===== config.mk =====
export PLATFORM = sky130hd
export DESIGN_NAME = shift_frame_controller
export DESIGN_NICKNAME = d
export VERILOG_FILES = /design/src/rtl/shift_frame_controller_pkg.sv /design/src/rtl/shift_frame_controller_tick_divider.sv /design/src/rtl/shift_frame_controller.sv
export SDC_FILE = /design/constraint.sdc
export NUM_CORES = 1
export LEC_CHECK = 0
export CAP_MARGIN = 10
export CORE_MARGIN = 2
export CORE_UTILIZATION = 42
export CTS_CLUSTER_DIAMETER = 120
export DETAILED_ROUTE_END_ITERATION = 6
export MAX_ROUTING_LAYER = met4
export PLACE_DENSITY_LB_ADDON = 0.08
export SLEW_MARGIN = 20
export SYNTH_ARGS = -nofsm -noshare
export SYNTH_HDL_FRONTEND = slang
export SYNTH_SLANG_ARGS = --single-unit

===== constraint.sdc =====
create_clock -name clk -period 1.5 [get_ports clk]
set_input_delay 0.3 -clock clk [delete_from_list [all_inputs] [get_ports clk]]
set_output_delay 0.3 -clock clk [all_outputs]
set_load 0.02 [all_outputs]

===== src/rtl/shift_frame_controller_pkg.sv =====
// Shared FSM encoding and width helper for the serial frame controller.
// No logic; latency and backpressure are not applicable.
package shift_frame_controller_pkg;

  typedef enum logic [1:0] {
    IDLE  = 2'd0,
    SHIFT = 2'd1,
    DONE  = 2'd2
  } state_t;

  // Counter width that never collapses to zero bits, even for a count of 1.
  function automatic int clog2_floor1(input int v);
    return (v <= 2) ? 1 : $clog2(v);
  endfunction

endpackage


===== src/rtl/shift_frame_controller_tick_divider.sv =====
// Shift tick divider: pulses tick once every CLK_DIV enabled cycles.
// Tick is combinational from div_cnt; clear has priority over enable.
module shift_tick_divider
  import shift_frame_controller_pkg::*;
#(
  parameter int CLK_DIV = 1
) (
  input  logic clk,
  input  logic reset,
  input  logic clear,
  input  logic enable,
  output logic tick
);

  localparam int              W    = clog2_floor1(CLK_DIV);
  localparam logic [W-1:0]    LAST = W'(CLK_DIV - 1);

  logic [W-1:0] div_cnt;

  assign tick = enable && (div_cnt == LAST);

  always_ff @(posedge clk or negedge reset) begin
    if (!reset) begin
      div_cnt <= '0;
    end else if (clear) begin
      div_cnt <= '0;
    end else if (enable) begin
      div_cnt <= (div_cnt == LAST) ? '0 : div_cnt + 1'b1;
    end
  end

endmodule


===== src/rtl/shift_frame_controller.sv =====
// Full-duplex shift-frame sequencer: rx_valid rises SIZE*CLK_DIV cycles after accept.
// Holds the frame in DONE until rx_ready; start_ready is low while busy.
module shift_frame_controller
  import shift_frame_controller_pkg::*;
#(
  parameter int SIZE    = 8,
  parameter int CLK_DIV = 1
) (
  input  logic            clk,
  input  logic            reset,
  input  logic            start_valid,
  output logic            start_ready,
  input  logic [SIZE-1:0] tx_data,
  input  logic            abort,
  input  logic            serial_in,
  output logic            serial_out,
  output logic            busy,
  output logic            rx_valid,
  input  logic            rx_ready,
  output logic [SIZE-1:0] rx_data
);

  localparam int           BW       = $clog2(SIZE);
  localparam logic [BW-1:0] LAST_BIT = BW'(SIZE - 1);

  state_t          state;
  logic [SIZE-1:0] shift_reg;
  logic [BW-1:0]   bit_cnt;
  logic            tick;
  logic            div_clear;
  logic            div_en;

  assign div_en    = (state == SHIFT);
  assign div_clear = (state != SHIFT) || abort;

  shift_tick_divider #(
    .CLK_DIV(CLK_DIV)
  ) u_tick_div (
    .clk   (clk),
    .reset (reset),
    .clear (div_clear),
    .enable(div_en),
    .tick  (tick)
  );

  assign serial_out = (state == SHIFT) & shift_reg[SIZE-1];
  assign rx_data    = shift_reg;

  always_ff @(posedge clk or negedge reset) begin
    if (!reset) begin
      state       <= IDLE;
      shift_reg   <= '0;
      bit_cnt     <= '0;
      start_ready <= 1'b1;
      busy        <= 1'b0;
      rx_valid    <= 1'b0;
    end else begin
      case (state)
        IDLE: begin
          if (start_valid) begin
            shift_reg   <= tx_data;
            bit_cnt     <= '0;
            state       <= SHIFT;
            start_ready <= 1'b0;
            busy        <= 1'b1;
          end
        end
        SHIFT, DONE: begin
          // abort outranks both the final tick and the consumer handshake
          if (abort) begin
            state       <= IDLE;
            shift_reg   <= '0;
            bit_cnt     <= '0;
            start_ready <= 1'b1;
            busy        <= 1'b0;
            rx_valid    <= 1'b0;
          end else if (state == SHIFT) begin
            if (tick) begin
              shift_reg <= {shift_reg[SIZE-2:0], serial_in};
              if (bit_cnt == LAST_BIT) begin
                bit_cnt  <= '0;
                state    <= DONE;
                rx_valid <= 1'b1;
              end else begin
                bit_cnt <= bit_cnt + 1'b1;
              end
            end
          end else if (rx_ready) begin
            state       <= IDLE;
            start_ready <= 1'b1;
            busy        <= 1'b0;
            rx_valid    <= 1'b0;
          end
        end
        default: begin
          state       <= IDLE;
          start_ready <= 1'b1;
          busy        <= 1'b0;
          rx_valid    <= 1'b0;
        end
      endcase
    end
  end

endmodule


==> results of run 1 <==
## flip-flops by register name, summed over array words and instances, names as in the netlist
register     count
busy             1
rx_valid         1
rx_data          8
state            2
bit_cnt          3
start_ready      1
## worst reg2reg max path, cell delays in order (launching register included)
cell,delay (ns)
dfrtp_1,0.41
inv_2,0.09
buf_6,0.10
ha_4,0.22
nor2b_4,0.16
buf_12,0.14
a22o_1,0.18
mux2_4,0.25
## layout make-up
type,instances,area [µm²]
Multi-Input combinational cell,54,578
Fill cell,145,531
Timing Repair Buffer,46,424
Sequential cell,16,403
Tap cell,27,33.8
Clock buffer,4,26.3
Inverter,7,26.3
## path summary, 6_finish.rpt
path / start / end / slack (ns) / cells after the start
setup / recovery: state[1] / rx_data[5] / -0.14 / 7
hold / removal: reset / state[1] / 0.25 / 1
setup reg to reg: state[1] / rx_data[5] / -0.14 / 7
hold reg to reg: busy / busy / 0.53 / 2
max in group asynchronous: reset / rx_data[0] / 0.78 / 2
min in group clk: busy / busy / 0.53 / 2
## power by group through the flow
stage          sequential (µW)  clock [µW]  combinational [µW]
2_1_floorplan              872           0                 890
3_3_place_gp               731           0                1540
3_5_place_dp               736           0                1560
4_1_cts                    723         257                1640
5_1_grt                    758         274                1850
6_report                   731         247                1740
## layer usage
metal | up-vias | part of all wire (%) | GRT usage (%)
li1 | 387 | - | -
met1 | 386 | 47 | 24.2
met2 | 15 | 47 | 29.8
met3 | 4 | 4.2 | 4.68
met4 | 0 | 1.8 | 8.11
met5 | - | 0 | -
## placed cells by master, fill, tap and decap left out, drive strengths merged
cell type / n
inv: 7
dfrtp: 15
nor2b: 1
o221ai: 1
nand4: 2
nand3: 1
o221a: 2
or2: 1
a21oi: 4
dlygate4sd2: 10
nor2: 1
a21o: 1
a21bo: 1
a21boi: 1
buf: 22
mux2: 9
nand3b: 1
clkdlybuf4s50: 13
o311ai: 1
ha: 5
mux2i: 2
nor3: 1
a22o: 8
and2: 2
nand2b: 5
a2bb2oi: 1
nand2: 3
dfstp: 1
clkdlybuf4s15: 1
clkbuf: 4
## through the flow
| step | hold slack (ns) | utilization (%) | TNS, ns |
|---|---|---|---|
| after floorplan | 0.00441 | - | -0.320 |
| after global placement | 0.501 | 65.3 | -2.53 |
| after detailed placement | 0.502 | 65.3 | -2.82 |
| after CTS | 0.261 | 70.0 | -1.28 |
| after global routing | 0.275 | 73.8 | -2.30 |
| final | 0.254 | 73.8 | -1.51 |
## logic make-up after synthesis
group | after synthesis | synth area share [%]
DFF | 16 | 43.6
adders and majority gates | 5 | 6.79
and+or+nand+nor | 18 | 11.0
muxes | 11 | 16.4
buffers and inverters | 9 | 4.62
AOI/OAI and AO/OA | 19 | 17.5
## what timing repair did
action / 4_1_cts / 5_1_grt
setup endpoints to repair: 25 / 18
hold buffers: 0 / 0
gates cloned: 1 / 0
setup buffers: 4 / 3
resized for setup: 24 / 13
pin swaps: 3 / 4
==> flow_summary.html, run 1 <==
<table>
<tr><th>Metric</th><th>Value</th></tr>
<tr><th colspan="2">Global routing</th></tr>
<tr><td>Largest net degree at the start of global routing</td><td>11</td></tr>
<tr><td>Vias in the first global route</td><td>770</td></tr>
<tr><td>Global-route wire length before repair</td><td>3.53 mm</td></tr>
<tr><td>Global route overflow</td><td>0</td></tr>
<tr><td>Global router's overall resource usage</td><td>19.2%</td></tr>
<tr><td>Number of antenna violations at the first check in global routing</td><td>0</td></tr>
<tr><th colspan="2">Logic synthesis</th></tr>
<tr><td>Synth area leader</td><td>dfrtp_1</td></tr>
<tr><td>Area share of the largest cell type after synthesis</td><td>40.8%</td></tr>
<tr><td>Synth Register Bits</td><td>16</td></tr>
<tr><td>Library cell with the highest instance count after synthesis</td><td>dfrtp_1</td></tr>
<tr><td>Synth area leaders</td><td>dfrtp_1, mux2_4, a22o_1, ha_1, nand2b_1</td></tr>
<tr><td>Leading register cell type out of synthesis</td><td>dfrtp_1</td></tr>
<tr><td>Share of synthesized flip-flops with an asynchronous set or reset</td><td>100%</td></tr>
<tr><td>EDFF count, synth</td><td>0</td></tr>
<tr><td>Mean instance size in the synthesized netlist</td><td>11.8 µm²</td></tr>
<tr><td>Number of cells produced by synthesis</td><td>78</td></tr>
<tr><td>Library cells used by synthesis</td><td>28</td></tr>
<tr><td>List of most frequent post-synthesis cells</td><td>dfrtp_1, a22o_1, mux2_4, inv_1</td></tr>
<tr><td>Syn Std Cell Area</td><td>921 µm²</td></tr>
<tr><td>Yosys warnings</td><td>0</td></tr>
<tr><td>Fraction of the yosys area taken by sequential cells</td><td>43.6%</td></tr>
<tr><td>Post-Syn Nets</td><td>97</td></tr>
<tr><th colspan="2">STA</th></tr>
<tr><td>Tcrit/Tclk final</td><td>110%</td></tr>
<tr><td>Final setup violation count</td><td>16</td></tr>
<tr><td>Number of hold violations in the final report</td><td>0</td></tr>
<tr><td>Unrepaired setup endpoints after global routing</td><td>yes</td></tr>
<tr><td>Transition time at the pin with the least slew margin</td><td>0.336 ns</td></tr>
<tr><td>Highest achievable clock rate</td><td>0.609 GHz</td></tr>
<tr><td>Worst setup skew after layout</td><td>0.00882 ns</td></tr>
<tr><td>Shortest clock period the worst path allows after layout</td><td>1.64 ns</td></tr>
<tr><td>Final max-slew violation count</td><td>0</td></tr>
<tr><td>Minimum setup slack in the final design</td><td>-0.143 ns</td></tr>
<tr><td>Slew HR</td><td>77.6%</td></tr>
<tr><th colspan="2">Power</th></tr>
<tr><td>Power per unit of standard cell area</td><td>1820 nW/µm²</td></tr>
<tr><td>Static leakage</td><td>0.000713 µW</td></tr>
<tr><td>Switching pwr</td><td>1010 µW</td></tr>
<tr><td>Sw Ratio</td><td>37.3%</td></tr>
<tr><td>Sum of internal, switching and leakage power</td><td>2710 µW</td></tr>
<tr><td>Portion of total power attributed to the clock network</td><td>9.1%</td></tr>
<tr><td>Internal power</td><td>1700 µW</td></tr>
<tr><td>Worst IR drop on VDD</td><td>1.09 mV</td></tr>
<tr><td>Proportion of power drawn by combinational gates</td><td>64.0%</td></tr>
<tr><td>Sequential Power Share</td><td>27.0%</td></tr>
<tr><th colspan="2">Drt</th></tr>
<tr><td>Number of nets with antenna violations after routing</td><td>0</td></tr>
<tr><td>Routed wirelength normalized by instance count</td><td>14.0 µm</td></tr>
<tr><td>DRC violations left</td><td>0</td></tr>
<tr><td>Vias per cell</td><td>5.14</td></tr>
<tr><td>Final WL</td><td>2.15 mm</td></tr>
<tr><td>Count of TritonRoute iterations in the first routing pass</td><td>4</td></tr>
<tr><td>Total number of vias</td><td>792</td></tr>
<tr><td>1st-iter DRT viols</td><td>13</td></tr>
<tr><th colspan="2">Setup path</th></tr>
<tr><td>Slowest cell on the critical path</td><td>dfrtp_1</td></tr>
<tr><td>Critical path data required time</td><td>1.69 ns</td></tr>
<tr><td>Maximum fanout encountered on the critical timing path</td><td>8</td></tr>
<tr><td>Capturing element type of the critical path</td><td>register</td></tr>
<tr><td>Arrival time worst endpoint</td><td>1.84 ns</td></tr>
<tr><td>Count of buffer and inverter cells on the critical path</td><td>3</td></tr>
<tr><td>Setup CP Type</td><td>reg2reg</td></tr>
<tr><td>Worst Setup Start Kind</td><td>register</td></tr>
<tr><td>Cell chain of the critical path</td><td>inv_2, buf_6, ha_4, nor2b_4, buf_12, a22o_1, mux2_4</td></tr>
<tr><td>Cell type group with the largest total delay on the critical path</td><td>flip-flops</td></tr>
<tr><td>Stage delay of the slowest cell on the critical path</td><td>0.41 ns</td></tr>
<tr><th colspan="2">Final layout</th></tr>
<tr><td>Post-route insts no fill</td><td>154</td></tr>
<tr><td>Fraction of layout instances using a drive strength above 1</td><td>40.9%</td></tr>
<tr><td>Final instance area</td><td>1490 µm²</td></tr>
<tr><td>Syn-to-layout area delta</td><td>62.0%</td></tr>
<tr><td>Total inserted antenna cells</td><td>0</td></tr>
<tr><td>Net total in the final layout</td><td>147</td></tr>
<tr><th colspan="2">Run</th></tr>
<tr><td>Number of maximum-capacitance constraint violations</td><td>0</td></tr>
<tr><th colspan="2">Run status</th></tr>
<tr><td>Outcome</td><td>complete, but fails checks</td></tr>
<tr><td>Violated checks</td><td>negative setup slack</td></tr>
<tr><th colspan="2">Hold path</th></tr>
<tr><td>HP Class</td><td>in2async</td></tr>
<tr><th colspan="2">Floorplan</th></tr>
<tr><td>Rows</td><td>16</td></tr>
<tr><td>IO Count</td><td>26</td></tr>
<tr><td>Die outline area</td><td>2580 µm²</td></tr>
<tr><td>Die boundary height</td><td>50.8 µm</td></tr>
<tr><td>Initial standard-cell utilization of the core</td><td>45.5%</td></tr>
<tr><td>Core footprint</td><td>2020 µm²</td></tr>
<tr><td>Width of the die</td><td>50.8 µm</td></tr>
<tr><th colspan="2">Clock network</th></tr>
<tr><td>Clock Root Buffer</td><td>clkbuf_4</td></tr>
<tr><td>Clock insertion delay at the later pin of the skew report</td><td>0.30 ns</td></tr>
<tr><td>TritonCTS clock tree</td><td>built</td></tr>
<tr><td>Maximum count of clock buffers along a single path</td><td>2</td></tr>
<tr><td>Htree depth</td><td>1</td></tr>
<tr><td>CTS sink cnt</td><td>16</td></tr>
<tr><td>Number of buffers inserted during clock tree synthesis</td><td>3</td></tr>
<tr><td>Clock transition at path regs</td><td>0.10 ns</td></tr>
<tr><th colspan="2">Place</th></tr>
<tr><td>Final weighted congestion of routability-driven global placement</td><td>0.743</td></tr>
<tr><td>Post-placement cell count</td><td>143</td></tr>
<tr><td>Number of buffers added on ports</td><td>25</td></tr>
<tr><td>HPWL after detailed placement</td><td>1.53 mm</td></tr>
<tr><td>Post-detailed-placement cell area</td><td>1320 µm²</td></tr>
<tr><td>Placement-stage worst setup slack</td><td>-0.268 ns</td></tr>
</table>
(Power assumes the default switching activity.)
==> inputs of run 2 (changes only) <==
--- a/config.mk
+++ b/config.mk
@@ -7,7 +7,7 @@
 export LEC_CHECK = 0
 export CAP_MARGIN = 10
 export CORE_MARGIN = 2
-export CORE_UTILIZATION = 42
+export CORE_UTILIZATION = 46
 export CTS_CLUSTER_DIAMETER = 120
 export DETAILED_ROUTE_END_ITERATION = 6
 export MAX_ROUTING_LAYER = met4
==> constraint.sdc (replaced) <==
create_clock -name clk -period 1.8 [get_ports clk]
set_input_delay 0.36 -clock clk [delete_from_list [all_inputs] [get_ports clk]]
set_output_delay 0.36 -clock clk [all_outputs]
set_load 0.02 [all_outputs]
==> run 2 against run 1 <==
Effect of this change:
- the run now ends clean
- global-route usage down 0.13 points
- critical path depth shrank 6
- non-clock buffer count fell by 13
- clock skew down 0.0072 ns
- via count shrank 6.7%
- die area down 8.0%
- largest cell class unchanged
- sequential power shrank 18%
- highest routed layer unchanged
- worst hold slack better by 0.12 ns
- register-to-register slack improved by 0.27 ns
- worst setup slack better by 0.27 ns
==> flow_summary.html, run 2 (synthesis gave the netlist of run 1 again) <==
<table>
<tr><th>Metric</th><th>Value</th></tr>
<tr><th colspan="2">Run status</th></tr>
<tr><td>Outcome</td><td>complete, no violations</td></tr>
<tr><th colspan="2">Place</th></tr>
<tr><td>Number of buffers added on ports</td><td>25</td></tr>
<tr><td>Final weighted congestion of routability-driven global placement</td><td>0.735</td></tr>
<tr><td>HPWL after detailed placement</td><td>1.43 mm</td></tr>
<tr><th colspan="2">Final layout</th></tr>
<tr><td>Net total in the final layout</td><td>134</td></tr>
<tr><td>Syn-to-layout area delta</td><td>42.1%</td></tr>
<tr><td>Number of filler cells placed in the layout</td><td>170</td></tr>
<tr><td>Commonest cells after routing, fill and taps aside</td><td>clkdlybuf4s50_1, dfrtp_1, mux2_4, a22o_1, buf_4</td></tr>
<tr><td>Max FFs per register</td><td>8</td></tr>
<tr><td>Total inserted antenna cells</td><td>0</td></tr>
<tr><td>Fraction of layout instances using a drive strength above 1</td><td>24.6%</td></tr>
<tr><td>Leading cell type in the layout, fill and taps excluded</td><td>clkdlybuf4s50_1</td></tr>
<tr><th colspan="2">STA</th></tr>
<tr><td>Worst setup skew after layout</td><td>0.00161 ns</td></tr>
<tr><td>Sum of negative setup slack</td><td>0 ns</td></tr>
<tr><td>Unrepaired setup endpoints after global routing</td><td>no</td></tr>
<tr><td>Tcrit/Tclk final</td><td>93.0%</td></tr>
<tr><td>Number of hold violations in the final report</td><td>0</td></tr>
<tr><td>Final-layout worst hold slack</td><td>0.369 ns</td></tr>
<tr><td>Final max-slew violation count</td><td>0</td></tr>
<tr><td>Shortest clock period the worst path allows after layout</td><td>1.67 ns</td></tr>
<tr><td>Slew HR</td><td>80.7%</td></tr>
<tr><td>Highest achievable clock rate</td><td>0.598 GHz</td></tr>
<tr><td>Transition time at the pin with the least slew margin</td><td>0.285 ns</td></tr>
<tr><td>Final setup violation count</td><td>0</td></tr>
<tr><th colspan="2">Setup path</th></tr>
<tr><td>Cell chain of the critical path</td><td>clkdlybuf4s50_1</td></tr>
<tr><td>Maximum fanout encountered on the critical timing path</td><td>3</td></tr>
<tr><td>Setup CP Type</td><td>reg2out</td></tr>
<tr><td>Worst Setup Start Kind</td><td>register</td></tr>
<tr><td>Slack of the worst reg-to-reg path</td><td>0.13 ns</td></tr>
<tr><td>Cell type group with the largest total delay on the critical path</td><td>buffers and inverters</td></tr>
<tr><td>Critical path data required time</td><td>1.44 ns</td></tr>
<tr><td>Stage delay of the slowest cell on the critical path</td><td>0.62 ns</td></tr>
<tr><td>Capturing element type of the critical path</td><td>output port</td></tr>
<tr><td>Count of buffer and inverter cells on the critical path</td><td>1</td></tr>
<tr><td>Slowest cell on the critical path</td><td>clkdlybuf4s50_1</td></tr>
<tr><td>Arrival time worst endpoint</td><td>1.31 ns</td></tr>
<tr><th colspan="2">Power</th></tr>
<tr><td>Static leakage</td><td>0.000598 µW</td></tr>
<tr><td>Sum of internal, switching and leakage power</td><td>2100 µW</td></tr>
<tr><td>Power per unit of standard cell area</td><td>1600 nW/µm²</td></tr>
<tr><td>Worst IR drop on VDD</td><td>0.866 mV</td></tr>
<tr><th colspan="2">Floorplan</th></tr>
<tr><td>Width of the die</td><td>48.7 µm</td></tr>
<tr><td>Die boundary height</td><td>48.7 µm</td></tr>
<tr><td>Initial standard-cell utilization of the core</td><td>47.9%</td></tr>
<tr><td>Die outline area</td><td>2380 µm²</td></tr>
<tr><td>IO Count</td><td>26</td></tr>
<tr><td>Rows</td><td>16</td></tr>
<tr><td>Core footprint</td><td>1920 µm²</td></tr>
<tr><th colspan="2">Clock network</th></tr>
<tr><td>Clock transition at path regs</td><td>0.10 ns</td></tr>
<tr><td>Htree depth</td><td>1</td></tr>
<tr><td>CTS sink cnt</td><td>16</td></tr>
<tr><td>Number of buffers inserted during clock tree synthesis</td><td>3</td></tr>
<tr><td>Clock insertion delay at the later pin of the skew report</td><td>0.30 ns</td></tr>
<tr><td>Maximum count of clock buffers along a single path</td><td>2</td></tr>
<tr><td>TritonCTS clock tree</td><td>built</td></tr>
<tr><td>Post-CTS Setup Inserts</td><td>0</td></tr>
<tr><td>Clock Root Buffer</td><td>clkbuf_4</td></tr>
<tr><td># hold bufs at CTS</td><td>0</td></tr>
<tr><th colspan="2">Drt</th></tr>
<tr><td>Number of nets with antenna violations after routing</td><td>0</td></tr>
<tr><td>Vias per cell</td><td>5.24</td></tr>
<tr><td>DRC violations left</td><td>0</td></tr>
<tr><td>Final WL</td><td>1.94 mm</td></tr>
<tr><td>1st-iter DRT viols</td><td>18</td></tr>
<tr><td>Routed wirelength normalized by instance count</td><td>13.8 µm</td></tr>
<tr><td>Total number of vias</td><td>739</td></tr>
<tr><td>Count of TritonRoute iterations in the first routing pass</td><td>4</td></tr>
<tr><th colspan="2">Global routing</th></tr>
<tr><td>Global router's overall resource usage</td><td>19.1%</td></tr>
<tr><td>Number of antenna violations at the first check in global routing</td><td>0</td></tr>
<tr><td>Global-route wire length before repair</td><td>3.37 mm</td></tr>
<tr><td>Global route overflow</td><td>0</td></tr>
<tr><td>Largest net degree at the start of global routing</td><td>17</td></tr>
<tr><td>Vias in the first global route</td><td>749</td></tr>
<tr><th colspan="2">Run</th></tr>
<tr><td>Number of maximum-capacitance constraint violations</td><td>0</td></tr>
<tr><th colspan="2">Hold path</th></tr>
<tr><td>HP Class</td><td>in2async</td></tr>
</table>
[run 2: changes by cell type in the layout (fill, tap and decap cells not counted), moves of 3 or more]
cell,change
buf_4,-8
buf_6,-5
clkdlybuf4s50_1,+10
dlygate4sd2_1,-9
a21oi_1,+3
[run 2: worst paths after layout]
kind                             start     endpoint  depth (start not counted)
setup reg to reg              state[0]   rx_data[4]                          6
max in group asynchronous        reset  start_ready                          2
hold / removal                   reset     state[1]                          2
min in group clk           start_ready  start_ready                          1
setup / recovery            rx_data[3]   rx_data[3]                          1
hold reg to reg            start_ready  start_ready                          1
[run 2: area by class of cell]
| type | instances | area (µm²) | area share (%) |
|---|---|---|---|
| clock buffers | 4 | 26.3 | 2.01 |
| inverters | 7 | 26.3 | 2.01 |
| multi-input cells | 54 | 517 | 39.5 |
| flip-flops and latches | 16 | 402 | 30.7 |
| well taps | 27 | 33.8 | 2.58 |
| repair buffers | 33 | 304 | 23.2 |
[run 2: report_power, final]
group          leakage, µW  internal (µW)  switching (µW)
clock network    0.0000150           86.6             125
logic             0.000380            722             564
registers         0.000204            505            96.2
total             0.000598           1310             785
[run 2: layer usage]
layer,GRT usage (%),wire length [µm],vias up
li1,-,-,361
met2,29.7,949,13
met1,23.8,876,360
met3,4.32,77,5
met4,8.57,40,0
met5,-,0,-
[run 2: what timing repair did]
action                                  CTS  global route
endpoints found under the setup margin    2            12
pin swaps                                 0             1
gates cloned                              0             1
resized for setup                         2             6
[run 2: metrics by stage]
stage	instance area, µm²	setup slack (ns)	utilization (%)	instances
final	1310	0.127	68.1	141
after global routing	1310	0.0562	68.1	141
after CTS	1270	0.0222	66.2	140
after detailed placement	1250	-0.00801	65.0	136
after global placement	1250	0.0131	65.0	136
after floorplan	921	0.166	-	78
==> inputs of run 3 (changes only) <==
--- a/config.mk
+++ b/config.mk
@@ -6,7 +6,7 @@
 export NUM_CORES = 1
 export LEC_CHECK = 0
 export CAP_MARGIN = 10
-export CORE_MARGIN = 2
+export CORE_MARGIN = 10
 export CORE_UTILIZATION = 46
 export CTS_CLUSTER_DIAMETER = 120
 export DETAILED_ROUTE_END_ITERATION = 6
==> run 3 against run 2 <==
Effect of this change:
- via count is 1.5% lower
- count of clock-buffer cells in the layout stayed put
- power is 2.2% higher
- sequential power is 0.7% higher
- worst hold slack worse by 0.039 ns
- combinational power hardly changed
- cell count stayed put
- die area is 76% higher
- largest cell class unchanged
- core utilization hardly changed
- critical path type is now reg2reg
==> flow_summary.html, run 3 (synthesis gave the netlist of run 1 again) <==
<table>
<tr><th>Metric</th><th>Value</th></tr>
<tr><th colspan="2">Run status</th></tr>
<tr><td>Outcome</td><td>complete, no violations</td></tr>
<tr><th colspan="2">Floorplan</th></tr>
<tr><td>Die outline area</td><td>4190 µm²</td></tr>
<tr><td>Die boundary height</td><td>64.7 µm</td></tr>
<tr><td>Rows</td><td>16</td></tr>
<tr><td>IO Count</td><td>26</td></tr>
<tr><td>Width of the die</td><td>64.7 µm</td></tr>
<tr><td>Core footprint</td><td>1940 µm²</td></tr>
<tr><td>Initial standard-cell utilization of the core</td><td>47.4%</td></tr>
<tr><th colspan="2">Place</th></tr>
<tr><td>Post-placement cell count</td><td>136</td></tr>
<tr><td>Final weighted congestion of routability-driven global placement</td><td>0.859</td></tr>
<tr><td>Post-detailed-placement cell area</td><td>1250 µm²</td></tr>
<tr><td>HPWL after detailed placement</td><td>1.62 mm</td></tr>
<tr><td>Number of buffers added on ports</td><td>25</td></tr>
<tr><td>Placement-stage worst setup slack</td><td>-0.0256 ns</td></tr>
<tr><th colspan="2">Clock network</th></tr>
<tr><td>Maximum count of clock buffers along a single path</td><td>2</td></tr>
<tr><td>Number of buffers inserted during clock tree synthesis</td><td>3</td></tr>
<tr><td>Htree depth</td><td>1</td></tr>
<tr><td>Clock Root Buffer</td><td>clkbuf_4</td></tr>
<tr><td>Clock transition at path regs</td><td>0.10 ns</td></tr>
<tr><td># hold bufs at CTS</td><td>0</td></tr>
<tr><td>TritonCTS clock tree</td><td>built</td></tr>
<tr><td>Clock insertion delay at the later pin of the skew report</td><td>0.28 ns</td></tr>
<tr><td>CTS sink cnt</td><td>16</td></tr>
<tr><th colspan="2">Setup path</th></tr>
<tr><td>Slack of the worst reg-to-reg path</td><td>0.12 ns</td></tr>
<tr><td>Setup CP Type</td><td>reg2reg</td></tr>
<tr><td>Crit path capture</td><td>rx_data[5]</td></tr>
<tr><td>Worst-case reg-to-reg path depth</td><td>6</td></tr>
<tr><td>Arrival time worst endpoint</td><td>1.85 ns</td></tr>
<tr><td>Reg2reg start</td><td>state[1]</td></tr>
<tr><td>Critical path data required time</td><td>1.98 ns</td></tr>
<tr><td>Launch point of the worst path</td><td>state[1]</td></tr>
<tr><td>Maximum fanout encountered on the critical timing path</td><td>11</td></tr>
<tr><td>Reg2reg end</td><td>rx_data[5]</td></tr>
<tr><td>Capturing element type of the critical path</td><td>register</td></tr>
<tr><td>Worst Setup Start Kind</td><td>register</td></tr>
<tr><th colspan="2">Global routing</th></tr>
<tr><td>Global router's overall resource usage</td><td>10.2%</td></tr>
<tr><td>Global-route wire length before repair</td><td>3.41 mm</td></tr>
<tr><td>Vias in the first global route</td><td>769</td></tr>
<tr><td>Global routing usage on met1</td><td>12.1%</td></tr>
<tr><td>Global route overflow</td><td>0</td></tr>
<tr><td>GR met3 Demand/Resource</td><td>3.26%</td></tr>
<tr><td>Number of antenna violations at the first check in global routing</td><td>0</td></tr>
<tr><td>Layer with the highest usage after global routing</td><td>met2</td></tr>
<tr><td>Met2 Usage GRT</td><td>15.9%</td></tr>
<tr><td>Largest net degree at the start of global routing</td><td>12</td></tr>
<tr><th colspan="2">STA</th></tr>
<tr><td>Unrepaired setup endpoints after global routing</td><td>no</td></tr>
<tr><td>Final max-slew violation count</td><td>0</td></tr>
<tr><td>Final-layout worst hold slack</td><td>0.330 ns</td></tr>
<tr><td>Worst setup skew after layout</td><td>0.00225 ns</td></tr>
<tr><td>Shortest clock period the worst path allows after layout</td><td>1.68 ns</td></tr>
<tr><td>Slew HR</td><td>77.2%</td></tr>
<tr><td>Number of hold violations in the final report</td><td>0</td></tr>
<tr><td>Highest achievable clock rate</td><td>0.597 GHz</td></tr>
<tr><td>Final setup violation count</td><td>0</td></tr>
<tr><td>Minimum setup slack in the final design</td><td>0.124 ns</td></tr>
<tr><td>Tcrit/Tclk final</td><td>93.1%</td></tr>
<tr><td>Transition time at the pin with the least slew margin</td><td>0.341 ns</td></tr>
<tr><th colspan="2">Final layout</th></tr>
<tr><td>Fraction of layout instances using a drive strength above 1</td><td>25.4%</td></tr>
<tr><td>Post-route insts no fill</td><td>141</td></tr>
<tr><td>Net total in the final layout</td><td>134</td></tr>
<tr><td>Total inserted antenna cells</td><td>0</td></tr>
<tr><td>Commonest cells after routing, fill and taps aside</td><td>clkdlybuf4s50_1, dfrtp_1, mux2_4, a22o_1, buf_4</td></tr>
<tr><td>Leading cell type in the layout, fill and taps excluded</td><td>clkdlybuf4s50_1</td></tr>
<tr><td>Final instance area</td><td>1320 µm²</td></tr>
<tr><td>Number of filler cells placed in the layout</td><td>156</td></tr>
<tr><td>Max FFs per register</td><td>8</td></tr>
<tr><td>Total area of multi-input combinational cells</td><td>517 µm²</td></tr>
<tr><td>Sequential Area</td><td>402 µm²</td></tr>
<tr><td>Syn-to-layout area delta</td><td>43.6%</td></tr>
<tr><th colspan="2">Drt</th></tr>
<tr><td>DRC violations left</td><td>0</td></tr>
<tr><td>Count of TritonRoute iterations in the first routing pass</td><td>4</td></tr>
<tr><td>1st-iter DRT viols</td><td>14</td></tr>
<tr><td>Total number of vias</td><td>728</td></tr>
<tr><td>Routed wirelength normalized by instance count</td><td>14.9 µm</td></tr>
<tr><td>Number of nets with antenna violations after routing</td><td>0</td></tr>
<tr><td>Vias per cell</td><td>5.16</td></tr>
<tr><td>Final WL</td><td>2.11 mm</td></tr>
<tr><th colspan="2">Power</th></tr>
<tr><td>Power per unit of standard cell area</td><td>1620 nW/µm²</td></tr>
<tr><td>Worst IR drop on VDD</td><td>0.824 mV</td></tr>
<tr><td>Static leakage</td><td>0.000611 µW</td></tr>
<tr><th colspan="2">Hold path</th></tr>
<tr><td>HP Class</td><td>in2async</td></tr>
<tr><th colspan="2">Run</th></tr>
<tr><td>Number of maximum-capacitance constraint violations</td><td>0</td></tr>
</table>
run 3: worst min-delay path by stage:
stage | start | to | slack [ns] | depth (start not counted)
final | reset | state[1] | 0.33 | 1
after floorplan | reset | bit_cnt[0] | 0.06 | 0
after global routing | reset | state[1] | 0.32 | 1
after CTS | reset | state[1] | 0.33 | 1
after global placement | start_ready | start_ready | 0.50 | 1
after detailed placement | start_ready | start_ready | 0.51 | 1
run 3: metrics by stage:
stage | setup TNS [ns] | power, µW | utilization (%)
5_1_grt | 0 | 2280 | 68.1
3_5_place_dp | -0.0256 | 1830 | 64.3
3_3_place_gp | 0 | 1800 | 64.3
4_1_cts | 0 | 2060 | 66.1
2_1_floorplan | 0 | 1410 | -
6_report | 0 | 2150 | 68.1
run 3: timing repair:
| item | in CTS | in global routing |
|---|---|---|
| setup buffers | 0 | 0 |
| setup endpoints to repair | 1 | 13 |
| gates resized for setup | 1 | 7 |
| gates cloned | 0 | 1 |
| pin swaps | 0 | 1 |
run 3: metal layers:
layer,vias up,share of wire (%)
li1,361,-
met5,-,0
met4,0,0.43
met1,352,45
met2,13,51
met3,2,4.2
run 3: power by group:
part | switching (µW) | internal [µW]
sequential | 100 | 505
clock | 116 | 123
combinational | 573 | 728
run 3: critical path, stage by stage, from the launching register on:
cell	delay (ns)
dfrtp_1	0.41
inv_1	0.13
ha_4	0.25
nor2b_1	0.15
buf_4	0.18
a22o_1	0.18
mux2_2	0.26
run 3: cell type report:
class                      instances  share of cell area [%]
inverter                           7                    1.99
timing repair buffer              33                    23.3
tap                               27                    2.55
clock buffer                       4                    2.74
sequential                        16                    30.4
multi-input combinational         54                    39.1
